[src/rtl/mv_result_collector.sv]
// rtl/mv_result_collector.sv - FWFT result FIFO with issue credits for the mat-vec pipeline
module mv_result_collector #(
   parameter  int IDW   = 8,
   parameter  int DEPTH = 8,
   localparam int CW    = $clog2(DEPTH + 1)
) (
   input  logic            clk,
   input  logic            rst,
   input  logic            issue_fire,
   output logic            issue_ok,
   input  logic            in_valid,
   input  logic [IDW-1:0]  in_vertex_id,
   input  logic [31:0]     in_x,
   input  logic [31:0]     in_y,
   input  logic [31:0]     in_z,
   input  logic [31:0]     in_w,
   output logic            out_valid,
   input  logic            out_ready,
   output logic [IDW-1:0]  out_vertex_id,
   output logic [31:0]     ox,
   output logic [31:0]     oy,
   output logic [31:0]     oz,
   output logic [31:0]     ow,
   output logic [CW-1:0]   occupancy,
   output logic [CW-1:0]   credits,
   output logic            ovf_err,
   output logic            cred_err
);

   localparam int PW = $clog2(DEPTH);
   localparam int EW = IDW + 128;

   logic [EW-1:0]  r_mem [DEPTH];
   logic [PW-1:0]  r_wr_ptr;
   logic [PW-1:0]  r_rd_ptr;
   logic [CW-1:0]  r_occ;
   logic [CW-1:0]  r_credits;
   logic           r_ovf_err;
   logic           r_cred_err;

   logic           w_pop;
   logic           w_push;
   logic           w_dec;
   logic           w_not_full;
   logic [EW-1:0]  w_head;

   assign w_not_full = (r_occ < CW'(DEPTH));
   assign w_pop      = (r_occ != '0) & out_ready;
   // A pop frees the head slot at this edge, so a full FIFO can still take a write.
   assign w_push     = in_valid & (w_not_full | w_pop);
   assign w_dec      = issue_fire & (r_credits != '0);

   always_ff @(posedge clk) begin
      if (w_push)
         r_mem[r_wr_ptr] <= {in_vertex_id, in_x, in_y, in_z, in_w};
   end

   always_ff @(posedge clk) begin
      if (rst) begin
         r_wr_ptr   <= '0;
         r_rd_ptr   <= '0;
         r_occ      <= '0;
         r_credits  <= CW'(DEPTH);
         r_ovf_err  <= 1'b0;
         r_cred_err <= 1'b0;
      end else begin
         if (w_push)
            r_wr_ptr <= r_wr_ptr + PW'(1);
         if (w_pop)
            r_rd_ptr <= r_rd_ptr + PW'(1);

         case ({w_push, w_pop})
            2'b10:   r_occ <= r_occ + CW'(1);
            2'b01:   r_occ <= r_occ - CW'(1);
            default: r_occ <= r_occ;
         endcase

         case ({w_pop, w_dec})
            2'b10:   r_credits <= r_credits + CW'(1);
            2'b01:   r_credits <= r_credits - CW'(1);
            default: r_credits <= r_credits;
         endcase

         if (in_valid && !w_push)
            r_ovf_err <= 1'b1;
         if (issue_fire && (r_credits == '0))
            r_cred_err <= 1'b1;
      end
   end

   assign w_head        = r_mem[r_rd_ptr];
   assign out_vertex_id = w_head[EW-1:128];
   assign ox            = w_head[127:96];
   assign oy            = w_head[95:64];
   assign oz            = w_head[63:32];
   assign ow            = w_head[31:0];

   assign out_valid = (r_occ != '0);
   assign issue_ok  = (r_credits != '0);
   assign occupancy = r_occ;
   assign credits   = r_credits;
   assign ovf_err   = r_ovf_err;
   assign cred_err  = r_cred_err;

endmodule

[config.mk]
export PLATFORM = sky130hd
export DESIGN_NAME = mv_result_collector
export DESIGN_NICKNAME = d
export VERILOG_FILES = /design/src/rtl/mv_result_collector.sv
export SDC_FILE = /design/constraint.sdc
export NUM_CORES = 1
export LEC_CHECK = 0
export ABC_AREA = 1
export CAP_MARGIN = 0
export CORE_MARGIN = 4
export CORE_UTILIZATION = 43
export DETAILED_ROUTE_END_ITERATION = 6
export DONT_BUFFER_PORTS = 1
export HOLD_SLACK_MARGIN = 0.15
export PLACE_DENSITY = 0.65
export SYNTH_ARGS = -nofsm -noshare
export SYNTH_HDL_FRONTEND = slang
export SYNTH_SLANG_ARGS = --single-unit
[constraint.sdc]
create_clock -name clk -period 10.82 [get_ports clk]
set_input_delay 2.164 -clock clk [delete_from_list [all_inputs] [get_ports clk]]
set_output_delay 2.164 -clock clk [all_outputs]
set_load 0.02 [all_outputs]
==> impl_table.tex <==
\begin{tabular}{lr}
\hline
Metric & Value \\
\hline
\multicolumn{2}{l}{\textbf{Run status}} \\
\quad Run status & finished clean \\
\multicolumn{2}{l}{\textbf{Synth}} \\
\quad Cell type contributing the most total cell area after synthesis & sky130\_fd\_sc\_hd\_\_edfxtp\_1 \\
\quad Fraction of post-synthesis cell area in the top cell type by area & 0.756 \\
\quad Count of different cell masters after synthesis & 27 \\
\quad Post-synth top flop & sky130\_fd\_sc\_hd\_\_edfxtp\_1 \\
\quad Total nets after synthesis & approximately 3300 \\
\quad Top area cells in the synthesized netlist & sky130\_fd\_sc\_hd\_\_edfxtp\_1, sky130\_fd\_sc\_hd\_\_nor2\_1, sky130\_fd\_sc\_hd\_\_o21ai\_0 \\
\quad Synth Instances & 3194 \\
\quad Most frequent cells after synthesis & sky130\_fd\_sc\_hd\_\_edfxtp\_1, sky130\_fd\_sc\_hd\_\_nor2\_1, sky130\_fd\_sc\_hd\_\_nand2\_1, sky130\_fd\_sc\_hd\_\_o21ai\_0, sky130\_fd\_sc\_hd\_\_o21ai\_1 \\
\quad Warning count from the yosys run & 0 \\
\quad Post-synth EDFFs & between 1000 and 1500 \\
\quad Syn Area/Cell & between 10 and 15 sq um \\
\quad Async set-or-reset flop fraction in the synthesized netlist & 0 \\
\quad Post-synth design cell area & between 40000 and 50000 sq um \\
\quad Cell with the most instances after synthesis & sky130\_fd\_sc\_hd\_\_edfxtp\_1 \\
\quad Register bit count reported by yosys & 1107 \\
\quad Sequential-to-total area share from yosys stat & 0.765 \\
\multicolumn{2}{l}{\textbf{Clocking}} \\
\quad Hold buffer count at cts & 0 \\
\quad CTS-repair resized insts & 0 \\
\quad Inserted Clock Buffers & 110 \\
\quad Root Buffer Master & sky130\_fd\_sc\_hd\_\_clkbuf\_16 \\
\quad Maximum level of the CTS H-tree & 3 \\
\quad Clock Tree Buf Depth & 3 \\
\quad Clock net sink count & about 1100 \\
\quad Clock tree from TritonCTS & yes \\
\quad Number of buffers inserted to repair setup after CTS & 0 \\
\quad Worst-Skew Late Latency & $\sim$0.69 ns \\
\quad Clock transition at the registers of the reported paths & approximately 0.060 ns \\
\multicolumn{2}{l}{\textbf{Power and ir drop}} \\
\quad Total power density per cell area & 244 nW/um\^{}2 \\
\quad Internal & between 0.008 and 0.009 W \\
\quad Worst vdd rail ir drop & approximately 0.22 mV \\
\quad Clock network power share & 0.333 \\
\quad Net switching power & 0.00370 W \\
\quad Fraction of power spent switching nets & 0.316 \\
\quad Share of total power in sequential cells & 0.436 \\
\quad Leakage power & approximately 16 nW \\
\quad Combinational cell fraction of total power & 0.231 \\
\multicolumn{2}{l}{\textbf{Timing}} \\
\quad Worst Max-Slew Pin Slew & $\sim$1.2 ns \\
\quad Max Clock Freq & about 150 MHz \\
\quad Unrepaired setup endpoints after global routing & no \\
\quad Hold Violations, Final & 0 \\
\quad Final critical-path required period & $\sim$6.5 ns \\
\quad Final setup viols & 0 \\
\quad Worst Hold Margin & $\sim$0.48 ns \\
\quad Maximum clock skew at final layout & a little under 0.02 ns \\
\quad Worst relative slew slack & 0.212 \\
\quad Summed negative setup slack over all endpoints & 0 ns \\
\quad Final cycle utilization of the critical path & 0.598 \\
\quad Max Transition Viols Final & 0 \\
\multicolumn{2}{l}{\textbf{Worst setup path}} \\
\quad Kind of start point of the critical path & register \\
\quad Endpoint kind of the worst setup timing path & output port \\
\quad Endpoint arrival time on the critical path & between 4 and 5 ns \\
\quad Register-to-register setup slack & about 6.5 ns \\
\quad Reg2reg path depth & 8 \\
\quad Worst setup path class & reg -> out \\
\quad Critical Path RT & 8.66 ns \\
\quad Critical-path maximum fanout & roughly 190 \\
\multicolumn{2}{l}{\textbf{Cells and area}} \\
\quad Final Net Count & between 3000 and 4000 \\
\quad Area growth from synthesis to layout & 11.0\% \\
\quad Share of post-route cells with drive strength above 1 & 0.0659 \\
\multicolumn{2}{l}{\textbf{Die}} \\
\quad Starting utilization of the core area & 0.433 \\
\quad Number of rows in the core area & around 120 \\
\quad I/O Pins & about 290 \\
\quad Floorplan die width & 325 microns \\
\quad Die H & roughly 330 microns \\
\quad Area inside the core boundary & about 100000 sq um \\
\quad Total Die Area & 106000 sq um \\
\multicolumn{2}{l}{\textbf{Detailed routing}} \\
\quad Routed wirelength normalized by instance count & $\sim$21 microns \\
\quad Iter 0 DRT Violations & a little over 2000 \\
\quad Wire length after detailed routing & roughly 94000 microns \\
\quad Count of TritonRoute iterations in the first routing pass & 5 \\
\quad Residual antenna-violating net count after detailed routing & 0 \\
\quad Routed vias & $\sim$24000 \\
\quad Remaining design rule violation count & 0 \\
\quad Via density & 5.38 \\
\multicolumn{2}{l}{\textbf{Job}} \\
\quad Maximum capacitance violations & 0 \\
\multicolumn{2}{l}{\textbf{Global routing}} \\
\quad Vias in the first global route & roughly 24000 \\
\quad Global-route wire length before repair & roughly 140000 microns \\
\quad Number of antenna violations at the first check in global routing & 0 \\
\quad Remaining Overflow, GRT & 0 \\
\quad Maximum number of pins on one net before global-route repair & 219 \\
\quad Total routing resource utilization after global routing & 0.173 \\
\multicolumn{2}{l}{\textbf{Worst hold path}} \\
\quad Worst min-delay path category & reg -> reg \\
\quad Hold Path Depth & 1 \\
\multicolumn{2}{l}{\textbf{Place}} \\
\quad Total of buffers placed on input and output ports & 0 \\
\quad HPWL Detailed & 46800 microns \\
\quad Gpl congestion & between 0.7 and 0.8 \\
\hline
\end{tabular}
==> through the flow <==
stage	area, sq um	total power (W)	utilization	std cells	setup WS (ns)
floorplan	43200	0.00738	-	3194	1.83
CTS	48000	0.0118	0.480	4532	4.23
global placement	44200	0.00789	0.443	4332	5.05
global route	48000	0.0123	0.480	4532	3.97
detailed placement	44200	0.00794	0.443	4332	5.00
finish	48000	0.0117	0.480	4533	4.35
==> routing by layer <==
layer	track usage	vias up	wire, microns
met3	0.0461	115	6880
met1	0.223	12145	40000
met5	0.00181	-	0
li1	-	11517	-
met2	0.289	633	45500
met4	0.0490	0	1910
==> critical path, stage by stage, from the launching register on <==
cell and delay, ns:
sky130_fd_sc_hd__dfxtp_4 0.40, sky130_fd_sc_hd__buf_12 0.50, sky130_fd_sc_hd__buf_4 0.74, sky130_fd_sc_hd__buf_4 0.90, sky130_fd_sc_hd__o21ai_0 0.23, sky130_fd_sc_hd__o22ai_1 0.21, sky130_fd_sc_hd__nand2_1 0.07, sky130_fd_sc_hd__nand2_1 0.25
==> cell families (layout without fill, tap and decap cells) <==
| group | Yosys count | in the layout | synth area share |
|---|---|---|---|
| simple gates | 1013 | 1013 | 0.0885 |
| buf+inv | 221 | 261 | 0.0259 |
| fa+ha+maj | 9 | 9 | 0.00278 |
| mux | 136 | 136 | 0.0315 |
| compound gates | 702 | 702 | 0.0853 |
| other cells | 0 | 1 | 0 |
| flops | 1107 | 1107 | 0.765 |
| xor+xnor | 6 | 6 | 0.00122 |
==> layout by cell type (no fill, tap or decap), types with 3 or more instances in the layout <==
cell type / instances
sky130_fd_sc_hd__buf_12: 6
sky130_fd_sc_hd__o21ai_0: 389
sky130_fd_sc_hd__nand2_1: 430
sky130_fd_sc_hd__inv_1: 24
sky130_fd_sc_hd__dfxtp_1: 16
sky130_fd_sc_hd__clkinv_2: 18
sky130_fd_sc_hd__nand3_1: 7
sky130_fd_sc_hd__nor2_1: 563
sky130_fd_sc_hd__a21oi_1: 10
sky130_fd_sc_hd__ha_1: 8
sky130_fd_sc_hd__xor2_1: 3
sky130_fd_sc_hd__edfxtp_1: 1088
sky130_fd_sc_hd__buf_4: 29
sky130_fd_sc_hd__o22ai_1: 136
sky130_fd_sc_hd__xnor2_1: 3
sky130_fd_sc_hd__nor2_4: 8
sky130_fd_sc_hd__clkinv_1: 13
sky130_fd_sc_hd__inv_6: 6
sky130_fd_sc_hd__dfxtp_4: 3
sky130_fd_sc_hd__clkinvlp_4: 6
sky130_fd_sc_hd__mux2i_1: 136
sky130_fd_sc_hd__clkinv_8: 3
sky130_fd_sc_hd__clkbuf_1: 23
sky130_fd_sc_hd__o21ai_1: 166
sky130_fd_sc_hd__bufinv_16: 19
sky130_fd_sc_hd__clkbuf_16: 110
==> cell type report <==
type                    instances  area, sq um
diodes                          1         2.50
clock buffers                 134         2850
clock inverters                66          876
fillers                      8485        51900
inverters                      26          110
multi-input cells            1866         9100
flip-flops and latches       1107        33100
well taps                    1298         1620
repair buffers                 35          338
==> power by group through the flow <==
| stage | logic, W | registers, W | clock network [W] |
|---|---|---|---|
| floorplan | 0.00220 | 0.00519 | 0 |
| global placement | 0.00270 | 0.00519 | 0 |
| detailed placement | 0.00274 | 0.00520 | 0 |
| CTS | 0.00274 | 0.00511 | 0.00399 |
| global route | 0.00301 | 0.00513 | 0.00417 |
| finish | 0.00271 | 0.00511 | 0.00390 |
==> final timing paths <==
check | start | endpoint
worst max register to register | occupancy[3] | r_mem[5][75]
worst min register to register | r_rd_ptr[0] | register
worst max-delay path | register | oy[2]
worst min-delay path | r_rd_ptr[0] | register
==> state kept, by name, indices dropped and copies added, names as in the netlist, named ones only <==
name and cells:
r_wr_ptr 3, credits 4, occupancy 4, ovf_err 1, r_mem 1088, r_rd_ptr 3, cred_err 1
No activity file was read; power rests on OpenSTA's default activity.
